===== config.mk =====
export PLATFORM = sky130hd
export DESIGN_NAME = decision_tree
export DESIGN_NICKNAME = d
export VERILOG_FILES = /design/src/rtl/decision_tree.sv
export SDC_FILE = /design/constraint.sdc
export NUM_CORES = 1
export LEC_CHECK = 0
export CAP_MARGIN = 20
export CORE_AREA = 2 2 39 41
export DETAILED_ROUTE_END_ITERATION = 8
export DIE_AREA = 0 0 41 43
export DONT_BUFFER_PORTS = 1
export PLACE_DENSITY = 0.48
export SYNTH_ARGS = -nofsm -noshare
export SYNTH_HDL_FRONTEND = slang
export SYNTH_SLANG_ARGS = --single-unit

===== constraint.sdc =====
create_clock -name clk -period 1.2 [get_ports clk]
set_input_delay 0.12 -clock clk [delete_from_list [all_inputs] [get_ports clk]]
set_output_delay 0.12 -clock clk [all_outputs]
set_load 0.02 [all_outputs]

===== src/rtl/decision_tree.sv =====
// decision_tree: fixed three-node binary decision-tree classifier, one node per clock
// Root splits on X0 < T0; left leaf-parent tests X1 < T1, right tests X2 < T2.
module decision_tree #(
    parameter int                FEAT_W = 8,
    parameter logic [FEAT_W-1:0] X0     = 8'd20,
    parameter logic [FEAT_W-1:0] X1     = 8'd70,
    parameter logic [FEAT_W-1:0] X2     = 8'd30,
    parameter logic [FEAT_W-1:0] T0     = 8'd50,
    parameter logic [FEAT_W-1:0] T1     = 8'd40,
    parameter logic [FEAT_W-1:0] T2     = 8'd60
) (
    input  logic       clk,
    input  logic       reset,
    input  logic       start_i,
    output logic [7:0] y_o,
    output logic       y_valid_o
);
    typedef enum logic [2:0] {IDLE, ROOT, LEFT, RIGHT, DONE} state_t;
    state_t            state, state_nxt;
    logic [FEAT_W-1:0] x0, x1, x2, t0, t1, t2;
    logic [7:0]        y_nxt;
    logic              valid_nxt;
    logic              load;
    always_ff @(posedge clk or negedge reset) begin
        if (!reset) begin
            state     <= IDLE;
            y_o       <= 8'h00;
            y_valid_o <= 1'b0;
            x0        <= '0;
            x1        <= '0;
            x2        <= '0;
            t0        <= '0;
            t1        <= '0;
            t2        <= '0;
        end else begin
            state     <= state_nxt;
            y_o       <= y_nxt;
            y_valid_o <= valid_nxt;
            if (load) begin
                x0 <= X0;
                x1 <= X1;
                x2 <= X2;
                t0 <= T0;
                t1 <= T1;
                t2 <= T2;
            end
        end
    end
    // start_i only matters in IDLE/DONE; a restart from DONE clears the held result
    always_comb begin
        state_nxt = state;
        y_nxt     = y_o;
        valid_nxt = y_valid_o;
        load      = 1'b0;
        case (state)
            IDLE: if (start_i) begin
                state_nxt = ROOT;
                load      = 1'b1;
            end
            ROOT: state_nxt = (x0 < t0) ? LEFT : RIGHT;
            LEFT: begin
                state_nxt = DONE;
                y_nxt     = (x1 < t1) ? 8'h01 : 8'h02;
                valid_nxt = 1'b1;
            end
            RIGHT: begin
                state_nxt = DONE;
                y_nxt     = (x2 < t2) ? 8'h03 : 8'h04;
                valid_nxt = 1'b1;
            end
            DONE: if (start_i) begin
                state_nxt = ROOT;
                y_nxt     = 8'h00;
                valid_nxt = 1'b0;
                load      = 1'b1;
            end
            default: state_nxt = IDLE;
        endcase
    end
endmodule


==> summary.md, run 1 <==
| Metric | Value |
|---|---|
| Final Hold Viols | `0` |
| DPL Wire Length | `around 490 um` |
| Drt via density | `4.48` |
| # setup viols final | `0` |
| Hold Path Origin | `start_i` |
| Share of cells above drive strength 1 | `16.7%` |
| Most frequent cell after synthesis | `dfrtp_1` |
| Starting Density | `about 28%` |
| Inst Count DP | `53` |
| Vias in the first global route | `between 200 and 250` |
| Largest net degree at the start of global routing | `9` |
| CP cell instances | `nand2b_1 -> o22ai_1 -> nor2_1` |
| # rows | `14` |
| Reg2reg start | `state[0]` |
| Post-synth top area cell | `dfrtp_1` |
| Slew Limit Fails | `0` |
| CP Buf/Inv Count | `0` |
| CTS Buf Count | `3` |
| Antenna Nets Post-Route | `0` |
| Top_reg_cell synth | `dfrtp_1` |
| Mapped Cells | `37` |
| Async SR Flop Fraction | `100%` |
| CTS Root Cell | `clkbuf_4` |
| Final GP Congestion | `0.771` |
| Die area | `1760 um2` |
| R2r endpoint | `y_o[2]` |
| Clock Path Buffers | `2` |
| Avg WL per Cell | `11.9 um` |
| Die Y-Extent | `43 um` |
| CP max FO | `7` |
| Arr. time, crit path | `~1.2 ns` |
| Fin crit share | `91.0%` |
| Number of antenna violations at the first check in global routing | `0` |
| Crit Path Category | `flop to flop` |
| Final setup TNS | `0 ns` |
| Global route overflow | `0` |
| Top-area cell type share of the netlist area | `51.0%` |
| Hold path depth | `2` |
| Worst r2r path cells | `3` |
| Core area | `1380 um2` |
| First drt pass iteration count | `4` |
| Fin cells | `58` |
| Worst-path cell with the longest stage delay | `dfrtp_1` |
| Clk_skew | `around 0.0027 ns` |
| Min-Delay Endpoint | `t2[2]` |
| Synth top cells by count | `8 x dfrtp_1, 5 x buf_4, 3 x nand2_1, 3 x nor2_1` |
| Worst EP required | `1.33 ns` |
| Routed vias | `260` |
| Post_cts resized | `0` |
| Synth area leaders | `dfrtp_1 51%, buf_4 9.6%, a221oi_2 3.8%` |
| Setup Buffers After CTS | `0` |
| Die width | `41 um` |
| Endpoint class of the critical path | `flop` |
| CP top delay family | `flip-flops` |
| Io pins | `12` |
| Leakage power | `~0.2 nW` |
| Worst R2R Setup Slack | `~0.11 ns` |
| Ant diodes | `0` |
| Unique masters post-synth | `19` |
| PwrDens | `around 2300 nW/um2` |
| Max incr delay on CP | `0.43 ns` |
| Avg Inst Size Synth | `10.6 um2` |
| CP startpoint kind | `flop` |
| Status | `finished clean` |
| Port bufs | `0` |
| DRC | `0` |
| Min-delay worst type | `primary input to flop` |
| Register area share after synthesis | `51.0%` |
| Max IR drop VDD | `812 uV` |
| Layout Area Growth over Synthesis | `11.1%` |
| Syn. warnings | `0` |
| Overall routing resource usage | `10.2%` |
| Clock transition at path regs | `0.05 ns` |
| First-pass GRT wire length | `1.08 mm` |
| DR iter-0 viols | `4` |
| RSZ-0062 raised after global routing | `no` |
| H-Tree Depth | `1` |
| CTS tree | `yes` |
| Synth Register Bits | `8` |
| Post-synthesis cell area | `slightly below 400 um2` |
| Post-Route WL | `691 um` |
| Fin nets | `47` |
| Worst skew pair latency | `between 0.2 and 0.3 ns` |
| CTS Hold Bufs | `2` |
| # Max-Cap Violations | `0` |
| EDFF count, synth | `0` |
| Layout Utilization | `31.6%` |
| Sink Count | `8` |
| Final min period | `1.09 ns` |
| Highest Clock Rate | `about 0.92 GHz` |
-- cell type report --
class	count	area [um2]
clock buffer	3	22.5
timing repair buffer	4	35.0
multi-input combinational	25	151
sequential	8	200
fill	144	947
inverter	2	7.51
tap	16	20.0
-- cells by family (layout without fill, tap and decap cells) --
family / count (synthesis) / count (layout) / synth area share, %
AOI/OAI and AO/OA: 8 / 8 / 16.2
DFF: 8 / 8 / 51.0
and+or+nand+nor: 12 / 12 / 17.5
other: 1 / 5 / 0.954
buffers and inverters: 8 / 9 / 14.3
-- worst reg2reg max path, cell delays in order, from the launching register on --
cell and delay, ns:
dfrtp_1 0.43, nand2b_1 0.20, o22ai_1 0.26, nor2_1 0.08
-- per-layer routing --
metal | vias up | global-route usage, % | routed length, um
met5 | - | 0 | 0
met3 | 4 | 3.66 | 44
li1 | 129 | - | -
met1 | 119 | 11.6 | 259
met4 | 0 | 12.0 | 36
met2 | 8 | 12.8 | 350
-- layout by cell type, fill, tap and decap left out, types with 2 or more instances in the layout --
cell type      count
inv_1              2
nand2_1            3
clkbuf_4           3
nand2b_1           2
conb_1             5
buf_4              2
dfrtp_1            8
nor2_1             3
dlygate4sd3_1      2
a21oi_1            2
-- power by group --
group / internal, mW / switching [mW] / leakage (nW)
Clock: 0.114 / 0.0865 / 0.0138
Sequential: 0.355 / 0.128 / 0.0949
Combinational: 0.154 / 0.168 / 0.0903
Total: 0.623 / 0.382 / 0.199
-- flip-flops by register name (all words and copies together) (netlist names) --
name       flops
y_valid_o      1
t2             1
state          3
y_o            3
-- how the worst max path moves through the flow --
stage	start	to	slack [ns]	depth (start not counted)
floorplan	state[1]	y_o[2]	0.18	4
global placement	state[0]	y_o[2]	0.13	3
detailed placement	state[0]	y_o[2]	0.13	3
CTS	state[0]	y_o[2]	0.12	3
global route	state[0]	y_o[2]	0.05	3
finish	state[0]	y_o[2]	0.11	3
-- through the flow --
step                      hold WS [ns]  power (mW)  setup slack (ns)  area, um2
after floorplan                 -0.176       0.742             0.176        408
after global placement          -0.175       0.794             0.132        394
after detailed placement        -0.175       0.801             0.134        394
after CTS                       0.0742        1.02             0.124        437
after global routing            0.0888        1.08            0.0452        437
final                           0.0803        1.01             0.107        437
Note: power is estimated with default switching activity, not from simulation.
==> inputs of run 2 (changes only) <==
--- a/config.mk
+++ b/config.mk
@@ -6,11 +6,11 @@
 export NUM_CORES = 1
 export LEC_CHECK = 0
 export CAP_MARGIN = 20
-export CORE_AREA = 2 2 39 41
+export CORE_AREA = 2 2 40 42
 export DETAILED_ROUTE_END_ITERATION = 8
-export DIE_AREA = 0 0 41 43
+export DIE_AREA = 0 0 42 44
 export DONT_BUFFER_PORTS = 1
-export PLACE_DENSITY = 0.48
+export PLACE_DENSITY = 0.46
 export SYNTH_ARGS = -nofsm -noshare
 export SYNTH_HDL_FRONTEND = slang
 export SYNTH_SLANG_ARGS = --single-unit
==> summary.md, run 2 (synthesis gave the netlist of run 1 again) <==
| Metric | Value |
|---|---|
| Status | `finished clean` |
| Max IR drop VDD | `a little over 600 uV` |
| Hold path depth | `2` |
| # rows | `14` |
| Clock transition at path regs | `0.05 ns` |
| Fin cells | `58` |
| Hold Path Origin | `start_i` |
| Die width | `about 42 um` |
| Port bufs | `0` |
| Io pins | `12` |
| CP top delay family | `flip-flops` |
| Overall routing resource usage | `8.34%` |
| Worst EP required | `1.33 ns` |
| Die area | `1850 um2` |
| Antenna Nets Post-Route | `0` |
| Worst-path cell with the longest stage delay | `dfrtp_1` |
| Reg2reg start | `state[0]` |
| # setup viols final | `0` |
| Drt via density | `4.40` |
| Crit Path Category | `flop to flop` |
| Layout Area Growth over Synthesis | `11.1%` |
| Final min period | `approximately 1.1 ns` |
| Register area | `200 um2` |
| Global route overflow | `0` |
| Vias in the first global route | `241` |
| Slew Limit Fails | `0` |
| Most common cell after layout, fill and taps aside | `dfrtp_1` |
| First drt pass iteration count | `2` |
| DPL Wire Length | `490 um` |
| Leakage power | `roughly 0.20 nW` |
| Clock Path Buffers | `2` |
| Min-delay worst type | `primary input to flop` |
| Worst R2R Setup Slack | `0.12 ns` |
| CP Depth | `3` |
| Ant diodes | `0` |
| RSZ-0062 raised after global routing | `no` |
| DRC | `0` |
| Setup Buffers After CTS | `0` |
| CP cell instances | `nand2b_1 -> o22ai_1 -> nor2_1` |
| Commonest cells after routing, fill and taps aside | `8 x dfrtp_1, 5 x conb_1, 3 x nand2_1, 3 x nor2_1, 3 x clkbuf_4` |
| Clk_skew | `0.00404 ns` |
| Regs by FF count | `state: 3 flops, y_o: 3 flops` |
| Core area | `1420 um2` |
| CP max FO | `7` |
| Sink Count | `8` |
| H-Tree Depth | `1` |
| Final setup TNS | `0 ns` |
| Post_cts resized | `0` |
| Worst r2r path cells | `3` |
| Starting Density | `27.7%` |
| Highest Clock Rate | `just over 0.9 GHz` |
| PwrDens | `2280 nW/um2` |
| Fin nets | `47` |
| Area occupied by multi-input gates | `151 um2` |
| Routed vias | `255` |
| Endpoint class of the critical path | `flop` |
| Arr. time, crit path | `1.21 ns` |
| CTS Root Cell | `clkbuf_4` |
| CTS Hold Bufs | `2` |
| Inst Count DP | `53` |
| Largest net degree at the start of global routing | `9` |
| First-pass GRT wire length | `1.07 mm` |
| Die Y-Extent | `44 um` |
| DR iter-0 viols | `2` |
| CP Buf/Inv Count | `0` |
| CTS Buf Count | `3` |
| # Max-Cap Violations | `0` |
| CTS tree | `yes` |
| Fin crit share | `between 90 and 100%` |
| CP startpoint kind | `flop` |
| Share of cells above drive strength 1 | `between 15 and 20%` |
| Critical Path Source | `state[0]` |
| Worst skew pair latency | `0.25 ns` |
| Post-Route WL | `647 um` |
| Number of antenna violations at the first check in global routing | `0` |
| Max incr delay on CP | `0.42 ns` |
| Final GP Congestion | `0.695` |
| Fillcell total | `155` |
| Avg WL per Cell | `11.2 um` |
| Final Hold Viols | `0` |
[run 2: layer usage]
layer / global-route usage, % / part of all wire (%)
met1: 9.77 / 50
met5: 0 / 0
met4: 5.81 / 0
met3: 4.17 / 5.7
met2: 11.9 / 45
[run 2: final cells by class]
| type | instances | area share [%] |
|---|---|---|
| Timing Repair Buffer | 4 | 8.02 |
| Multi-Input combinational cell | 25 | 34.7 |
| Tap cell | 16 | 4.58 |
| Inverter | 2 | 1.72 |
| Sequential cell | 8 | 45.8 |
| Clock buffer | 3 | 5.16 |
[run 2: final timing paths]
check | endpoint
worst max register to register | y_o[2]
min in group asynchronous | state[1]
worst min register to register | t2[2]
worst min-delay path | t2[2]
worst max-delay path | y_o[2]
max in group asynchronous | y_valid_o
[run 2: through the flow]
| step | hold slack, ns | power (mW) | util [%] | setup slack (ns) | area [um2] |
|---|---|---|---|---|---|
| after floorplan | -0.176 | 0.742 | - | 0.176 | 408 |
| after global placement | -0.175 | 0.796 | 27.8 | 0.124 | 394 |
| after detailed placement | -0.175 | 0.797 | 27.8 | 0.122 | 394 |
| after global routing | 0.122 | 1.07 | 30.8 | 0.0442 | 437 |
| after CTS | 0.0940 | 1.01 | 30.8 | 0.117 | 437 |
| final | 0.0994 | 0.994 | 30.8 | 0.117 | 437 |
[run 2: report_power, final]
group,leakage (nW),switching (mW),internal [mW]
combinational,0.0903,0.167,0.155
clock,0.0138,0.0817,0.114
sequential,0.0949,0.122,0.355
total,0.199,0.371,0.623
